**src/rtl/sram_controller.sv**
```systemverilog
// Two-phase 16-bit SRAM sequencer for 32-bit MEM-stage loads/stores.
// The low halfword is accessed first, then the high halfword; ready gates the pipeline.
module sram_controller #(
  parameter int unsigned WAIT_CYCLES = 3,
  parameter int unsigned BASE_ADDR   = 1024,
  parameter int unsigned SRAM_AW     = 18
) (
  input  logic               clk,
  input  logic               rst,
  input  logic               wrEn,
  input  logic               rdEn,
  input  logic [31:0]        address,
  input  logic [31:0]        writeData,
  output logic [31:0]        readData,
  output logic               ready,
  output logic [SRAM_AW-1:0] sramAddr,
  output logic [15:0]        sramDqOut,
  input  logic [15:0]        sramDqIn,
  output logic               sramDqOe,
  output logic               sramWeN
);

  localparam int unsigned CntW = $clog2(WAIT_CYCLES);
  localparam logic [CntW-1:0] LastCnt = CntW'(WAIT_CYCLES - 1);
  localparam logic [31:0] BaseAddr = 32'(BASE_ADDR);

  typedef enum logic [1:0] {StIdle, StLo, StHi, StDone} state_e;

  state_e             state_q, state_d;
  logic [CntW-1:0]    cnt_q, cnt_d;
  logic               is_wr_q, is_wr_d;
  logic [SRAM_AW-2:0] offset_q, offset_d;
  logic [31:0]        wdata_q, wdata_d;
  logic [31:0]        rdata_q, rdata_d;
  logic [SRAM_AW-1:0] addr_q, addr_d;
  logic [15:0]        dq_out_q, dq_out_d;
  logic               dq_oe_q, dq_oe_d;
  logic               we_n_q, we_n_d;

  logic [31:0] addr_diff;
  logic        term;
  logic        active_d;
  logic        unused_diff;

  assign addr_diff   = address - BaseAddr;
  // Only the halfword-pair index survives; upper offset bits wrap.
  assign unused_diff = ^{addr_diff[31:SRAM_AW+1], addr_diff[1:0]};
  assign term        = (cnt_q == LastCnt);

  always_comb begin
    state_d  = state_q;
    cnt_d    = cnt_q;
    is_wr_d  = is_wr_q;
    offset_d = offset_q;
    wdata_d  = wdata_q;
    rdata_d  = rdata_q;
    unique case (state_q)
      StIdle: begin
        if (rdEn || wrEn) begin
          state_d  = StLo;
          cnt_d    = '0;
          is_wr_d  = wrEn;
          offset_d = addr_diff[SRAM_AW:2];
          wdata_d  = writeData;
        end
      end
      StLo: begin
        if (term) begin
          state_d = StHi;
          cnt_d   = '0;
          if (!is_wr_q) rdata_d[15:0] = sramDqIn;
        end else begin
          cnt_d = cnt_q + CntW'(1);
        end
      end
      StHi: begin
        if (term) begin
          state_d = StDone;
          cnt_d   = '0;
          if (!is_wr_q) rdata_d[31:16] = sramDqIn;
        end else begin
          cnt_d = cnt_q + CntW'(1);
        end
      end
      default: state_d = StIdle;
    endcase

    // Pin outputs are decoded from the next state so they are registered yet cycle-aligned.
    active_d = (state_d == StLo) || (state_d == StHi);
    dq_oe_d  = active_d && is_wr_d;
    we_n_d   = !(dq_oe_d && (cnt_d != LastCnt));
    dq_out_d = '0;
    if (dq_oe_d) dq_out_d = (state_d == StHi) ? wdata_d[31:16] : wdata_d[15:0];
    addr_d   = active_d ? {offset_d, (state_d == StHi)} : addr_q;
  end

  always_ff @(posedge clk) begin
    if (rst) begin
      state_q  <= StIdle;
      cnt_q    <= '0;
      is_wr_q  <= 1'b0;
      offset_q <= '0;
      wdata_q  <= '0;
      rdata_q  <= '0;
      addr_q   <= '0;
      dq_out_q <= '0;
      dq_oe_q  <= 1'b0;
      we_n_q   <= 1'b1;
    end else begin
      state_q  <= state_d;
      cnt_q    <= cnt_d;
      is_wr_q  <= is_wr_d;
      offset_q <= offset_d;
      wdata_q  <= wdata_d;
      rdata_q  <= rdata_d;
      addr_q   <= addr_d;
      dq_out_q <= dq_out_d;
      dq_oe_q  <= dq_oe_d;
      we_n_q   <= we_n_d;
    end
  end

  assign ready     = ((state_q == StIdle) && !rdEn && !wrEn) || (state_q == StDone);
  assign readData  = rdata_q;
  assign sramAddr  = addr_q;
  assign sramDqOut = dq_out_q;
  assign sramDqOe  = dq_oe_q;
  assign sramWeN   = we_n_q;

endmodule
```
**config.mk**
```make
export PLATFORM = sky130hd
export DESIGN_NAME = sram_controller
export DESIGN_NICKNAME = d
export VERILOG_FILES = /design/src/rtl/sram_controller.sv
export SDC_FILE = /design/constraint.sdc
export NUM_CORES = 1
export LEC_CHECK = 0
export CAP_MARGIN = 20
export CORE_AREA = 2 2 110 112
export CTS_CLUSTER_SIZE = 28
export DETAILED_ROUTE_END_ITERATION = 7
export DIE_AREA = 0 0 112 114
export MAX_ROUTING_LAYER = met4
export PLACE_DENSITY = 0.72
export SETUP_SLACK_MARGIN = 0.3
export SLEW_MARGIN = 20
export SYNTH_ARGS = -nofsm -noshare
export SYNTH_HDL_FRONTEND = slang
export SYNTH_SLANG_ARGS = --single-unit
```
**constraint.sdc**
```tcl
create_clock -name clk -period 2.45 [get_ports clk]
set_clock_uncertainty 0.15 [all_clocks]
set_input_delay 0.3675 -clock clk [delete_from_list [all_inputs] [get_ports clk]]
set_output_delay 0.3675 -clock clk [all_outputs]
set_load 0.02 [all_outputs]
```
# == Yosys cells after proc, flatten, opt, wreduce, memory -nomap -nowiden ==
# Index checks and enable logic that the tools add are counted.
# op_classes
mul,0
eq_ne,7
n_mux,14
bitwise_logic,2
div_mod_pow,0
magnitude_cmp,0
shifts,0
n_reduce_logical,15
n_addsub,2
# op_table
cell,n
2-to-1 mux 32 bit,2
2-to-1 mux 17 bit,2
"subtractor 19 x 11 -> 19 bit, second input constant",1
2-to-1 mux 16 bit,1
2-to-1 mux 2 bit,5
"equality test 2 bit, second input constant",4
case mux 2 bit (3 select lines),1
AND reduction 3 bit,2
"equality test 2 x 1 -> 1 bit, second input constant",2
logical AND 1 bit,4
case mux 2 bit (2 select lines),1
OR reduction 2 bit,2
zero test 1 bit,3
logical OR 1 bit,3
"adder 2 x 1 -> 2 bit, second input constant",1
zero test 2 bit,1
2-to-1 mux 1 bit,2
"inequality test 2 bit, second input constant",1
inverter 1 bit,2
# word_totals
latch_bits,0
input_bits,84
ff_bits,122
ram_bits,0
rom_bits,0
memories,0
wordCells,51

# == Logic depth before layout (Yosys ltp) ==
# depth
ltp_word,8
depth_mapped,12
depth_no_buf,9

# == Worst setup path before layout ==
# Ideal clock, no wire load.
# synth_timing
kind,flip-flop to flip-flop
startpoint,register state_q[0]
endpoint,"register dq_out_q[10], in the netlist sramDqOut[10]"
slack_ps,-102
stages_incl_launch_ff,13
t_arrival_ps,2316
required_ps,2214
path_cell_list,dfxtp_1 -> inv_1 -> ha_1 -> o21ai_1 -> buf_2 -> o211ai_1 -> nand2b_1 -> ha_1 -> nor2_1 -> nand2b_1 -> clkbuf_1 -> buf_2 -> a211oi_1
# synth_via
elab_chain_cells,7
elab_cells_between_ends,16
classes_between,4 x eq/ne; 7 x mux; 1 x bitwise; 4 x reduce/logical
# synth_lines
item,line_no,source
"start, declared",29,"state_e state_q, state_d;"
"start signal, assigned",99,state_q <= StIdle;
"start signal, assigned",110,state_q <= state_d;
equality test 2 bit (tied with other cells),57,unique case (state_q)
case mux 2 bit (3 select lines),57,
equality test 2 x 1 -> 1 bit or equality test 2 bit (tied branches),"89, 93",
logical OR 1 bit,89,active_d = (state_d == StLo) || (state_d == StHi);
logical AND 1 bit,90,dq_oe_d = active_d && is_wr_d;
inverter 1 bit (no source line),--,
OR reduction 2 bit (no source line),--,
"end signal, assigned",117,dq_out_q <= dq_out_d;
"end, declared",36,"logic [15:0] dq_out_q, dq_out_d;"
# Parallel ways exist; a longest one is shown, timed or not.
# A chain may end at the register's enable or synchronous reset.

# == Final worst setup path ==
# layout_timing
startpoint,register state_q[0]
endpoint,"register addr_q[17], in the netlist sramAddr[17]"
# layout_via
elab_chain_cells,4
elab_cells_between_ends,11
classes_between,4 x eq/ne; 5 x mux; 2 x reduce/logical
# layout_lines
item,line_no,source
equality test 2 bit (tied with other cells),57,
case mux 2 bit (3 select lines),57,
equality test 2 x 1 -> 1 bit or equality test 2 bit (tied branches),89,
logical OR 1 bit,89,
"end signal, assigned",116,addr_q <= addr_d;
"end, declared",35,"logic [SRAM_AW-1:0] addr_q, addr_d;"
# Parallel ways exist; a longest one is shown, timed or not.

==> flow_metrics.env <==
export IMPL_status="finished, final reports clean"
export IMPL_mostFrequentLayoutCell="clkdlybuf4s50_1"
export IMPL_clk_latency_ns=0.40
export IMPL_die_area_sq_mm=0.0128
export IMPL_crit_cells=10
export IMPL_first_pass_iters=4
export IMPL_timing_critical_path_buf_inv=3
export IMPL_ys_warn_count=0
export IMPL_gp_congestion=0.825
export IMPL_post_dp_hpwl_microns=7910
export IMPL_cts_sinks=122
export IMPL_clkSlewWorstSetupHoldPaths_ns=0.06
export IMPL_maxCapViolations=0
export IMPL_relSlewSlack_pct=58.3
export IMPL_cp_data_required_time_ns=2.58
export IMPL_ys_seq_area_share_pct=53.0
export IMPL_period_needed_ns=2.09
export IMPL_p_leak_nw=2.65
export IMPL_fin_crit_sh_pct=85.5
export IMPL_regToRegEndpoint="sramAddr[17]$_SDFFE_PP0P_"
export IMPL_synth_area_per_cell_sq_um=9.03
export IMPL_drt_total_wl_microns=11800
export IMPL_hold_class="input pin to flip-flop"
export IMPL_ir_drop_mv=0.425
export IMPL_io_pins=153
export IMPL_cts_tree="yes"
export IMPL_drt_wirelength_per_cell_microns=14.4
export IMPL_finalSetupViolations=0
export IMPL_drt_iter0_drc=151
export IMPL_syn_num_nets=600
export IMPL_place_ws_ns=-0.209
export IMPL_final_max_slew_viol_count=0
export IMPL_gr_total_overflow=0
export IMPL_cp_slowest_cell="dfxtp_4"
export IMPL_crit_path_start_kind="flip-flop"
export IMPL_cts_buffer_depth=2
export IMPL_die_w_microns=112
export IMPL_num_rows=40
export IMPL_htreeDepth=4
export IMPL_cts_buffers=17
export IMPL_syn_to_final_growth_pct=52.6
export IMPL_r2r_cells=10
export IMPL_grt_pass1_vias=3960
export IMPL_yosysTopAreaCell="dfxtp_1"
export IMPL_hold_violations=0
export IMPL_synth_cell_type_count=39
export IMPL_min_to="sramAddr[0]$_SDFFE_PP0P_"
export IMPL_rsz0062_at_grt="true"
export IMPL_drive_above_1_share_pct=14.5
export IMPL_fin_cells=818
export IMPL_worstSetupPathType="flip-flop to flip-flop"
export IMPL_fin_area_sq_mm=0.00703
export IMPL_numPortBuffers=137
export IMPL_syn_cell_area_sq_mm=0.00461
export IMPL_r2r_setup_slack_ns=0.36
export IMPL_final_cell_mix="clkdlybuf4s50_1, dfxtp_1, nand2_1"
export IMPL_antenna_left=0
export IMPL_setup_slack_ns=0.356
export IMPL_place_inst=782
export IMPL_tightest_slew_ns=0.626
export IMPL_yosysTopAreaCellShare_pct=53.0
export IMPL_path_cells="inv_4 > ha_2 > o21ai_0 > o211ai_1 > nand2b_1 > ha_4 > inv_2 > clkbuf_16 > a31oi_4 > o22ai_1"
export IMPL_floorplan_initialDensity_pct=39.3
export IMPL_tns_ns=0
export IMPL_cp_end_kind="flip-flop"
export IMPL_cp_data_arrival_time_ns=2.22
export IMPL_avgViaCountPerCell=4.88
export IMPL_post_dp_cell_area_sq_mm=0.00625
export IMPL_crit_family="adder cells"
export IMPL_min_path_cells=2
export IMPL_p_per_area_mw_per_mm2=784
export IMPL_grt_max_degree=40
export IMPL_vias=3989
export IMPL_antenna_found_initial=0
export IMPL_die_h_microns=114
export IMPL_max_stage_delay_ns=0.36
export IMPL_core_area_sq_mm=0.0117
export IMPL_total_power_mw=5.51
export IMPL_grtUsageTotal_pct=18.8
export IMPL_yosys_top_cells_area="dfxtp_1, nand2_1, a21oi_1"
export IMPL_ys_seq_elements=122
export IMPL_finalNetCount=748
export IMPL_cts_root_buf="clkbuf_16"
export IMPL_antennaDiodeCount=0
export IMPL_clock_fmax_ghz=0.477
export IMPL_grt_pass1_wl_microns=18800
export IMPL_r2r_start="state_q[0]$_SDFF_PP0_"
export IMPL_route_detailed_drc=0
export IMPL_path_max_fanout=10
export IMPL_synthCells=510
export IMPL_hold_start="rst"
-- worst max path at each step --
| stage | from | slack (ns) | end |
|---|---|---|---|
| 6_report | state_q[0]$_SDFF_PP0_ | 0.36 | sramAddr[17]$_SDFFE_PP0P_ |
| 3_3_place_gp | wrEn | -0.12 | sramDqOut[2]$_SDFF_PP0_ |
| 3_5_place_dp | rdEn | -0.21 | sramDqOut[11]$_SDFF_PP0_ |
| 2_1_floorplan | state_q[1]$_SDFF_PP0_ | 0.32 | sramAddr[16]$_SDFFE_PP0P_ |
| 5_1_grt | state_q[1]$_SDFF_PP0_ | 0.25 | sramAddr[17]$_SDFFE_PP0P_ |
| 4_1_cts | cnt_q[0]$_SDFF_PP0_ | 0.26 | sramDqOut[9]$_SDFF_PP0_ |
-- flip-flops by register name, summed over array words and instances (netlist names) --
register and cells:
cnt_q 2, offset_q 17, sramAddr 18, wdata_q 32, sramDqOe 1, readData 32, sramWeN 1, state_q 2
is_wr_q 1, sramDqOut 16
-- worst reg2reg max path: cells and delay by family, from the launching register on --
kind / cells / cell delay (ns)
flops: 1 / 0.36
buf+inv: 3 / 0.32
fa+ha+maj: 2 / 0.53
simple gates: 1 / 0.14
compound gates: 4 / 0.46
-- routing by layer --
layer  up-vias  wire length [microns]  GRT usage, %
li1       2035                      -             -
met2        72                   6150          32.4
met1      1875                   5080          21.6
met5         -                      0             -
met4         0                    108          6.10
met3         7                    427          4.78
-- power breakdown --
group          total, mW  switching [mW]  internal (mW)
clock network       2.44           0.863           1.58
logic              0.891           0.449          0.442
registers           2.18          0.0573           2.12
total               5.51            1.37           4.14
-- cells in the mapped netlist --
library cell    n
a211oi_1       26
o21a_1          3
a22oi_1         1
clkbuf_1       21
and3b_1        16
and2_1          4
a31oi_1         3
xor2_1          2
a211o_1         2
and3_1          1
nor2b_1         2
nor4bb_1        1
ha_1            6
nand2b_1        3
nor3b_1         4
or4_1           1
nor3b_2         1
buf_4           4
buf_1           2
a21oi_1        53
o211ai_1        1
dfxtp_1       122
nor3_1          8
o21bai_1        1
o31ai_1         1
o21ai_0         6
nor2_1         52
xnor2_1         2
a21o_1          1
a211oi_2        2
o21ai_1         1
nor4b_1         1
o22ai_1         6
nand2_1       107
nor4_4          2
or4_4           1
buf_2           7
inv_1           7
mux2i_1        26
-- through the flow --
step                      hold slack [ns]  util (%)
after floorplan                     0.287         -
after global placement              0.292      53.4
after detailed placement            0.297      53.4
after CTS                           0.229      58.7
after global routing                0.243      60.0
final                               0.245      60.0
-- kinds of logic after synthesis --
kind of cell	after synthesis	synth area share [%]
AO/OA/AOI/OAI	107	14.2
XOR/XNOR	4	0.761
adder cells (fa/ha/maj)	6	1.63
buffers and inverters	41	3.86
flip-flops	122	53.0
multiplexers	26	5.65
AND/OR/NAND/NOR	204	20.9
-- repair_timing --
action	CTS	global route
gates cloned	0	1
hold buffers	0	0
gates resized for setup	8	25
buffers inserted	1	2
pin swaps	5	4
endpoints found under the setup margin	32	34
-- cell type report --
class / instances / area (sq um)
clock buffer: 22 / 474
clock inverter: 10 / 116
timing repair buffer: 163 / 1620
fill: 1009 / 4680
tap: 147 / 184
inverter: 7 / 31.3
multi-input combinational: 347 / 2160
sequential: 122 / 2450
Power figures use the tool's default switching activity.
